File: src/rtl/uart_pkg.sv
// ---------------------------------------------------------------------------
// uart_pkg
// Values shared by the UART transmitter and receiver: state encodings,
// the state enum built from them, and the default baud divider.
// Optional macro: RX_UNIT_PARITY_EN adds the PARITY state.
// ---------------------------------------------------------------------------
package uart_pkg;

    // 115200 baud at 100 MHz
    localparam int UART_CLKS_PER_BIT = 868;

    localparam logic [2:0] UART_ST_IDLE   = 3'd0;
    localparam logic [2:0] UART_ST_START  = 3'd1;
    localparam logic [2:0] UART_ST_DATA   = 3'd2;
    localparam logic [2:0] UART_ST_STOP   = 3'd3;
`ifdef RX_UNIT_PARITY_EN
    localparam logic [2:0] UART_ST_PARITY = 3'd4;
`endif

    typedef enum logic [2:0] {
        ST_IDLE   = UART_ST_IDLE,
        ST_START  = UART_ST_START,
        ST_DATA   = UART_ST_DATA,
`ifdef RX_UNIT_PARITY_EN
        ST_PARITY = UART_ST_PARITY,
`endif
        ST_STOP   = UART_ST_STOP
    } uart_state_t;

endpackage

File: src/rtl/rx_sync.sv
// ---------------------------------------------------------------------------
// rx_sync
// Two-flop synchronizer for the asynchronous serial line. Both flops reset
// to 1 so that an idle (high) line is seen during and after reset.
// Ports:
//   i_clock  clock
//   i_reset  asynchronous active-high reset
//   i_d      asynchronous input
//   o_q      synchronized output
// ---------------------------------------------------------------------------
module rx_sync (
    input  logic i_clock,
    input  logic i_reset,
    input  logic i_d,
    output logic o_q
);

    logic [1:0] r_ff;

    always_ff @(posedge i_clock or posedge i_reset) begin
        if (i_reset) begin
            r_ff <= 2'b11;
        end else begin
            r_ff <= {r_ff[0], i_d};
        end
    end

    assign o_q = r_ff[1];

endmodule

File: src/rtl/rx_unit.sv
// ---------------------------------------------------------------------------
// rx_unit
// UART receiver: start + RX_DATA_SIZE data bits (LSB first) + stop, with a
// single-entry output register handshaken by i_read.
// Optional macro: RX_UNIT_PARITY_EN adds an even-parity bit after the data
// bits and the o_parity_err port.
// Ports:
//   i_clock      clock
//   i_reset      asynchronous active-high reset
//   i_rx         serial line, idle high (asynchronous)
//   i_read       consumer takes o_rxdata (only meaningful while o_valid)
//   o_rxdata     last good word
//   o_valid      o_rxdata holds an unread word
//   o_busy       frame reception in progress
//   o_frame_err  one-cycle pulse: stop bit sampled low
//   o_overrun    one-cycle pulse: new word loaded over an unread one
//   o_parity_err one-cycle pulse with the load on parity mismatch (option)
//
// state  | meaning
// IDLE   | waiting for rx_s low (blocked after a break until line goes high)
// START  | counting to the start-bit mid-point, re-checking the line
// DATA   | sampling data bits one bit period apart
// PARITY | sampling the parity bit (option only)
// STOP   | sampling the stop bit, then loading the word or flagging an error
// ---------------------------------------------------------------------------
module rx_unit
    import uart_pkg::*;
#(
    parameter int RX_DATA_SIZE = 8,
    parameter int CLKS_PER_BIT = UART_CLKS_PER_BIT
) (
    input  logic                    i_clock,
    input  logic                    i_reset,
    input  logic                    i_rx,
    input  logic                    i_read,
    output logic [RX_DATA_SIZE-1:0] o_rxdata,
    output logic                    o_valid,
    output logic                    o_busy,
    output logic                    o_frame_err,
    output logic                    o_overrun
`ifdef RX_UNIT_PARITY_EN
    ,
    output logic                    o_parity_err
`endif
);

    localparam int TICK_W = $clog2(CLKS_PER_BIT);
    localparam int BIT_W  = $clog2(RX_DATA_SIZE + 1);
    localparam logic [TICK_W-1:0] TICK_LAST = TICK_W'(CLKS_PER_BIT - 1);
    localparam logic [TICK_W-1:0] TICK_MID  = TICK_W'(CLKS_PER_BIT / 2 - 1);
    localparam logic [BIT_W-1:0]  BIT_LAST  = BIT_W'(RX_DATA_SIZE - 1);

    logic                    w_rx_s;
    logic [RX_DATA_SIZE-1:0] w_shift_next;

    uart_state_t             r_state;
    logic [TICK_W-1:0]       r_tick;
    logic [BIT_W-1:0]        r_bit;
    logic [RX_DATA_SIZE-1:0] r_shift;
    logic [RX_DATA_SIZE-1:0] r_rxdata;
    logic                    r_valid;
    logic                    r_frame_err;
    logic                    r_overrun;
    // set by a low stop bit; holds off a new start until the line is high
    logic                    r_break;
`ifdef RX_UNIT_PARITY_EN
    logic                    r_par_err;
    logic                    r_parity_err;
`endif

    rx_sync u_sync (
        .i_clock (i_clock),
        .i_reset (i_reset),
        .i_d     (i_rx),
        .o_q     (w_rx_s)
    );

    // LSB-first: new bit enters at the top and walks down
    assign w_shift_next = RX_DATA_SIZE'({w_rx_s, r_shift} >> 1);

    always_ff @(posedge i_clock or posedge i_reset) begin
        if (i_reset) begin
            r_state     <= ST_IDLE;
            r_tick      <= '0;
            r_bit       <= '0;
            r_shift     <= '0;
            r_rxdata    <= '0;
            r_valid     <= 1'b0;
            r_frame_err <= 1'b0;
            r_overrun   <= 1'b0;
            r_break     <= 1'b0;
`ifdef RX_UNIT_PARITY_EN
            r_par_err    <= 1'b0;
            r_parity_err <= 1'b0;
`endif
        end else begin
            r_frame_err <= 1'b0;
            r_overrun   <= 1'b0;
`ifdef RX_UNIT_PARITY_EN
            r_parity_err <= 1'b0;
`endif
            // a load in STOP below overrides this clear
            if (i_read) begin
                r_valid <= 1'b0;
            end

            case (r_state)
                ST_IDLE: begin
                    r_tick <= '0;
                    r_bit  <= '0;
                    if (w_rx_s) begin
                        r_break <= 1'b0;
                    end else if (!r_break) begin
                        r_state <= ST_START;
                    end
                end

                ST_START: begin
                    if (r_tick == TICK_MID) begin
                        r_tick  <= '0;
                        r_state <= w_rx_s ? ST_IDLE : ST_DATA;
                    end else begin
                        r_tick <= r_tick + TICK_W'(1);
                    end
                end

                ST_DATA: begin
                    if (r_tick == TICK_LAST) begin
                        r_tick  <= '0;
                        r_shift <= w_shift_next;
                        if (r_bit == BIT_LAST) begin
`ifdef RX_UNIT_PARITY_EN
                            r_state <= ST_PARITY;
`else
                            r_state <= ST_STOP;
`endif
                        end else begin
                            r_bit <= r_bit + BIT_W'(1);
                        end
                    end else begin
                        r_tick <= r_tick + TICK_W'(1);
                    end
                end

`ifdef RX_UNIT_PARITY_EN
                ST_PARITY: begin
                    if (r_tick == TICK_LAST) begin
                        r_tick    <= '0;
                        // even parity: received bit must equal XOR of data
                        r_par_err <= w_rx_s ^ (^r_shift);
                        r_state   <= ST_STOP;
                    end else begin
                        r_tick <= r_tick + TICK_W'(1);
                    end
                end
`endif

                ST_STOP: begin
                    if (r_tick == TICK_LAST) begin
                        r_tick  <= '0;
                        // leave at the mid-stop sample so a start bit half a
                        // bit later is still caught
                        r_state <= ST_IDLE;
                        if (w_rx_s) begin
                            r_rxdata  <= r_shift;
                            r_valid   <= 1'b1;
                            r_overrun <= r_valid && !i_read;
`ifdef RX_UNIT_PARITY_EN
                            r_parity_err <= r_par_err;
`endif
                        end else begin
                            r_frame_err <= 1'b1;
                            r_break     <= 1'b1;
                        end
                    end else begin
                        r_tick <= r_tick + TICK_W'(1);
                    end
                end

                default: begin
                    r_state <= ST_IDLE;
                end
            endcase
        end
    end

    assign o_rxdata    = r_rxdata;
    assign o_valid     = r_valid;
    assign o_busy      = (r_state != ST_IDLE);
    assign o_frame_err = r_frame_err;
    assign o_overrun   = r_overrun;
`ifdef RX_UNIT_PARITY_EN
    assign o_parity_err = r_parity_err;
`endif

endmodule

File: config.mk
export PLATFORM = sky130hd
export DESIGN_NAME = rx_unit
export DESIGN_NICKNAME = d
export VERILOG_FILES = /design/src/rtl/uart_pkg.sv /design/src/rtl/rx_sync.sv /design/src/rtl/rx_unit.sv
export SDC_FILE = /design/constraint.sdc
export NUM_CORES = 1
export LEC_CHECK = 0
export BUFFER_PORTS_ARGS = -buffer_cell sky130_fd_sc_hd__buf_2
export CAP_MARGIN = 20
export CELL_PAD_IN_SITES_DETAIL_PLACEMENT = 1
export CELL_PAD_IN_SITES_GLOBAL_PLACEMENT = 1
export CORE_MARGIN = 1
export CORE_UTILIZATION = 47
export CTS_CLUSTER_DIAMETER = 100
export DETAILED_ROUTE_END_ITERATION = 6
export PLACE_DENSITY = 0.87
export SYNTH_ARGS = -nofsm -noshare
export SYNTH_HDL_FRONTEND = slang
export SYNTH_SLANG_ARGS = --single-unit
File: constraint.sdc
create_clock -name i_clock -period 2.4 [get_ports i_clock]
set_clock_uncertainty 0.15 [all_clocks]
set_input_delay 0.12 -clock i_clock [delete_from_list [all_inputs] [get_ports i_clock]]
set_output_delay 0.12 -clock i_clock [all_outputs]
set_load 0.01 [all_outputs]
; ---- Word level (Yosys, flattened, before mapping)
; Cells that the tools add are included.
[classes]
add_sub_neg = 2
n_mul = 0
div = 0
magnitude_cmp = 0
n_eq_ne = 15
shifts = 0
mux = 28
bitwise = 0
reduce_logical = 13
[op_table]
columns = cell, n
row1 = case mux 10 bit (3 select lines), 1
row2 = 2-to-1 mux 10 bit, 2
row3 = 2-to-1 mux 3 bit, 6
row4 = != test 2 bit (second input constant), 8
row5 = 2-to-1 mux 1 bit, 13
row6 = case mux 3 bit (4 select lines), 1
row7 = adder 10 x 1 -> 10 bit (second input constant), 1
row8 = == test 10 bit (second input constant), 1
row9 = == test 10 x 9 -> 1 bit (second input constant), 1
row10 = 2-to-1 mux 4 bit, 2
row11 = case mux 4 bit (2 select lines), 1
row12 = == test 3 x 2 -> 1 bit (second input constant), 2
row13 = AND reduction 3 bit, 2
row14 = AND reduction 6 bit, 1
row15 = nonzero test 3 bit, 2
row16 = adder 4 x 1 -> 4 bit (second input constant), 1
row17 = == test 4 x 3 -> 1 bit (second input constant), 1
row18 = AND reduction 4 bit, 1
row19 = nonzero test 2 bit, 2
row20 = == test 3 x 1 -> 1 bit (second input constant), 1
row21 = logical NOT 3 bit, 1
row22 = 2-to-1 mux 2 bit, 1
row23 = != test 2 x 1 -> 1 bit (second input constant), 1
row24 = case mux 1 bit (2 select lines), 1
row25 = other kinds (4), 4
[word_totals]
register_bits = 39
latch_bits = 0
mem_bits_rw = 0
mem_bits_ro = 0
wordCells = 68
n_memories = 0

; ---- Depth between registers and ports, before layout
[logic_depth]
depth_word = 5
ltp_mapped = 7
ltp_nobuf = 5

; ---- Modules after synthesis
; From an unflattened synthesis, not the netlist that was laid out.
[unflattened]
hier_cells = 143
hier_area_um2 = 1676.6
[by_module_without_submodules]
columns = module, n_inst, cells_each, area_each_um2
row1 = rx_unit, 1, 140, 1620.3
row2 = rx_sync, 1, 3, 56.3

; ---- Least setup slack after synthesis
; No wires, ideal clock.
[synth_timing]
path_kind = register -> register
start = register r_tick[0]
end = register r_shift[0]
setup_time_ns = 0.125
arrival_time_ns = 1.685
required_ns = 2.125
slack_ns = 0.440
path_stages_with_launch = 8
path_buffers = 2
period_less_slack_ns = 1.960
path_cell_list = dfrtp_1 > ha_1 > and2_1 > and3_4 > buf_6 > and3_4 > buf_6 > mux2_4
[synth_between]
elab_chain_cells = 2
[synth_lines]
columns = item, line_no
row1 = "start, declared", rx_unit.sv:57  ; logic [TICK_W-1:0] r_tick;
row2 = "start signal, assigned", rx_unit.sv:123  ; r_tick <= r_tick + TICK_W'(1);
row3 = "start signal, assigned", rx_unit.sv:141  ; r_tick <= r_tick + TICK_W'(1);
row4 = "start signal, assigned", rx_unit.sv:176  ; r_tick <= r_tick + TICK_W'(1);
row5 = == test 10 bit, rx_unit.sv:128  ; if (r_tick == TICK_LAST) begin
row6 = AND reduction 2 bit (no line), n/a
row7 = "end signal, assigned", rx_unit.sv:130  ; r_shift <= w_shift_next;
row8 = "end, declared", rx_unit.sv:59  ; logic [RX_DATA_SIZE-1:0] r_shift;
; Every way passes these cells.
; A chain may end at the register's enable or synchronous reset.

; ---- Worst setup path in the final report
[layout_timing]
start = register r_tick[0]
end = register r_rxdata[2] (netlist: o_rxdata[2])
[layout_between]
elab_chain_cells = 2
[layout_lines]
columns = item, line_no
row1 = == test 10 bit, rx_unit.sv:159  ; if (r_tick == TICK_LAST) begin
row2 = AND reduction 3 bit (no line), n/a
row3 = "end signal, assigned", rx_unit.sv:165  ; r_rxdata <= r_shift;
row4 = "end, declared", rx_unit.sv:60  ; logic [RX_DATA_SIZE-1:0] r_rxdata;
; Every way passes these cells.

==> flow_summary.yaml <==
run_status:
  outcome: "completed"
power:
  internal-power_w: 0.0008803
  pwr-share-seq_pct: 57.2
  powerDensity_nw_per_um2: 574.9
  switching_share_pct: 21.91
  pwr-share-comb_pct: 1.8
  clock_power_share_pct: 41.0
  power.total_w: 0.001127
  peakVddDrop_mv: 0.2984
  p_leak_nw: 0.9582
  switchingPower_w: 0.0002469
synthesis:
  netlist-cell-type-count: 38
  synth_warnings: 0
  seq_area_frac_synth_pct: 55.02
  synth_top_area_cell: "dfrtp_1"
  yosysTopAreaCellShare_pct: 51.99
  syn_area_um2: 1733
  synthCells: 142
  avgSynthCellArea_um2: 12.20
  netlist_top_cells_area: "dfrtp_1 (52%), mux2_4 (6.9%), mux2_2 (5.2%), nor2_1 (3.7%), dfstp_2 (3.0%)"
  ys_seq_elements: 38
  syn_nets: 149
cells_and_area:
  layout-drive-gt1-share_pct: 28.66
  nets: 170
  antenna_cells: 0
  fillers: 371
  syn_to_final_growth_pct: 13.14
cts:
  ctsLongestPathBuffers: 2
  numCtsBuffers: 5
  insertion_delay_ns: 0.30
  cts_htree_levels: 2
  postCtsSetupRepairBufs: 0
  clkSinkCount: 38
  clkTransAtPathRegs_ns: 0.07
  clock-root-buffer: "clkbuf_8"
  cts_tree: "done"
  ctsResizeCount: 0
  postCtsHoldBufs: 3
timing:
  rsz0062_at_grt: "false"
  fin_crit_ns: 2.203
  max_freq_ghz: 0.4539
  whs_ns: 0.2178
  fin_setup_tns_ns: 0
  drv_slew: 0
  hold_viol: 0
  finalCritPeriodShare_pct: 91.80
  slew_headroom_pct: 68.74
  setup_viol: 0
  worst_pin_slew_ns: 0.4689
routing:
  drtIter0Drc: 39
  ant_nets: 0
  viasPerCell: 5.481
  routed_wl_um: 3567
  first_pass_iters: 4
  dr_total_vias: 1151
  wl_per_cell_um: 16.99
  drcViolationCount: 0
place:
  dpl.hpwl_um: 2557
  port_buffers: 15
  gp_congestion: 0.8338
worst_setup_path:
  worst_ep_required_time_ns: 2.43
  path_class: "reg -> reg"
  critPathMaxFanout: 11
  worst_setup_path_end_kind: "flop"
  cp-start-kind: "flop"
  cp.arrival_ns: 2.23
floorplan:
  pin_count: 16
  core_area_um2: 3442
  die_area_um2: 3934
  initial_core_util_pct: 50.35
  fp.dieH_um: 62.72
  die_w_um: 62.72
  num_rows: 21
worst_hold_path:
  hp-class: "reg -> reg"
global_routing:
  antenna_found_initial: 0
  grt_start_max_net_pins: 39
  grt_pass1_vias: 1294
  grt_remaining_overflow: 0
  grt_util_all_layers_pct: 21.70
  grt_pass1_wl_um: 6527
job:
  cap_violations: 0
-- stage by stage --
step	instances	util, %	setup slack, ns	instance area, um^2
floorplan	142	-	0.4396	1733
global placement	199	53.33	0.3051	1836
detailed placement	199	53.33	0.1859	1836
CTS	210	56.96	0.1786	1961
global route	210	56.96	0.08267	1961
finish	210	56.96	0.1969	1961
-- synth_stat cells --
cell,count
and4_1,2
a31oi_1,2
o21ai_0,1
dfstp_2,2
nand3_1,4
o31a_1,1
nor4_1,1
clkbuf_1,2
xnor2_1,2
mux2i_1,1
buf_6,2
a41oi_1,2
nand2_1,6
nor3_1,2
xor2_1,5
a211o_1,1
and3_4,2
a211oi_1,2
o22ai_1,1
a21oi_1,4
nand4_1,5
o211ai_1,1
and3_1,4
mux2_4,8
inv_1,6
ha_1,3
dfrtp_1,36
nor2_1,17
nand2b_1,1
and2_1,1
or3_1,1
mux2_2,8
and4bb_4,1
nand3b_1,1
a2bb2oi_2,1
buf_4,1
a41o_1,1
nor3b_2,1
-- path summary, 6_finish.rpt --
kind / startpoint / to / slack (ns) / cells after the start
setup / recovery: r_tick[0] / o_rxdata[2] / 0.20 / 5
hold / removal: u_sync.r_ff[0] / u_sync.r_ff[1] / 0.22 / 0
max in group asynchronous: i_reset / u_sync.r_ff[0] / 1.44 / 4
setup reg to reg: r_tick[0] / o_rxdata[2] / 0.20 / 5
min in group asynchronous: i_reset / o_rxdata[5] / 0.31 / 4
hold reg to reg: u_sync.r_ff[0] / u_sync.r_ff[1] / 0.22 / 0
-- cells by family (layout without fill, tap and decap cells) --
| logic type | count (synthesis) | after routing | share of synthesized area, % |
|---|---|---|---|
| xor+xnor | 7 | 7 | 3.538 |
| simple gates | 49 | 49 | 15.81 |
| buf+inv | 11 | 33 | 3.466 |
| flops | 38 | 38 | 55.02 |
| compound gates | 17 | 17 | 7.292 |
| mux | 17 | 17 | 12.71 |
| fa+ha+maj | 3 | 3 | 2.166 |
-- cells in the final DEF (no fill, tap or decap), drive strengths merged --
master,instances
dfrtp,36
nor2,17
buf,16
mux2,16
inv,6
nand2,6
clkbuf,6
and3,6
nand4,5
xor2,5
a21oi,4
nand3,4
ha,3
dlygate4sd3,3
a211oi,2
a31oi,2
nor3,2
and4,2
xnor2,2
a41oi,2
dfstp,2
nor3b,1
and2,1
and4bb,1
o31a,1
mux2i,1
a2bb2oi,1
o21ai,1
or3,1
nand3b,1
nor4,1
a211o,1
nand2b,1
o211ai,1
a41o,1
o22ai,1
clkinvlp,1
clkinv,1
-- flip-flops by register name (all words and copies together) (netlist names) --
name	cells
o_frame_err	1
o_overrun	1
o_rxdata	8
o_valid	1
r_bit	4
r_break	1
r_shift	8
r_state	2
r_tick	10
u_sync.r_ff	2
-- power by group through the flow --
| stage | clock [W] | sequential [W] | combinational, W |
|---|---|---|---|
| 2_1_floorplan | 0 | 0.000657 | 0.0000101 |
| 3_3_place_gp | 0 | 0.000657 | 0.0000162 |
| 3_5_place_dp | 0 | 0.000658 | 0.0000172 |
| 4_1_cts | 0.000473 | 0.000645 | 0.0000211 |
| 5_1_grt | 0.000496 | 0.000645 | 0.0000235 |
| 6_report | 0.000462 | 0.000645 | 0.0000201 |
-- layout make-up --
| type | count | area [um^2] | area share, % |
|---|---|---|---|
| inverter | 6 | 22.52 | 1.149 |
| tap | 46 | 57.56 | 2.936 |
| multi-input combinational | 93 | 719.4 | 36.69 |
| clock inverter | 2 | 12.51 | 0.6382 |
| timing repair buffer | 19 | 112.6 | 5.743 |
| sequential | 38 | 953.4 | 48.63 |
| clock buffer | 6 | 82.58 | 4.212 |
-- metal layers --
layer	wire length, um	up-vias	global-route usage, %
met2	1869	14	36.82
met1	1550	585	27.34
met5	0	-	0
met3	100	6	5.474
li1	-	546	-
met4	47	0	6.105
-- critical path: stages, from the launching register on --
cell	delay, ns
dfrtp_1	0.41
ha_1	0.23
and2_1	0.19
and3_4	0.27
and4_1	0.45
mux2_2	0.39
No activity file was read; power rests on OpenSTA's default activity.
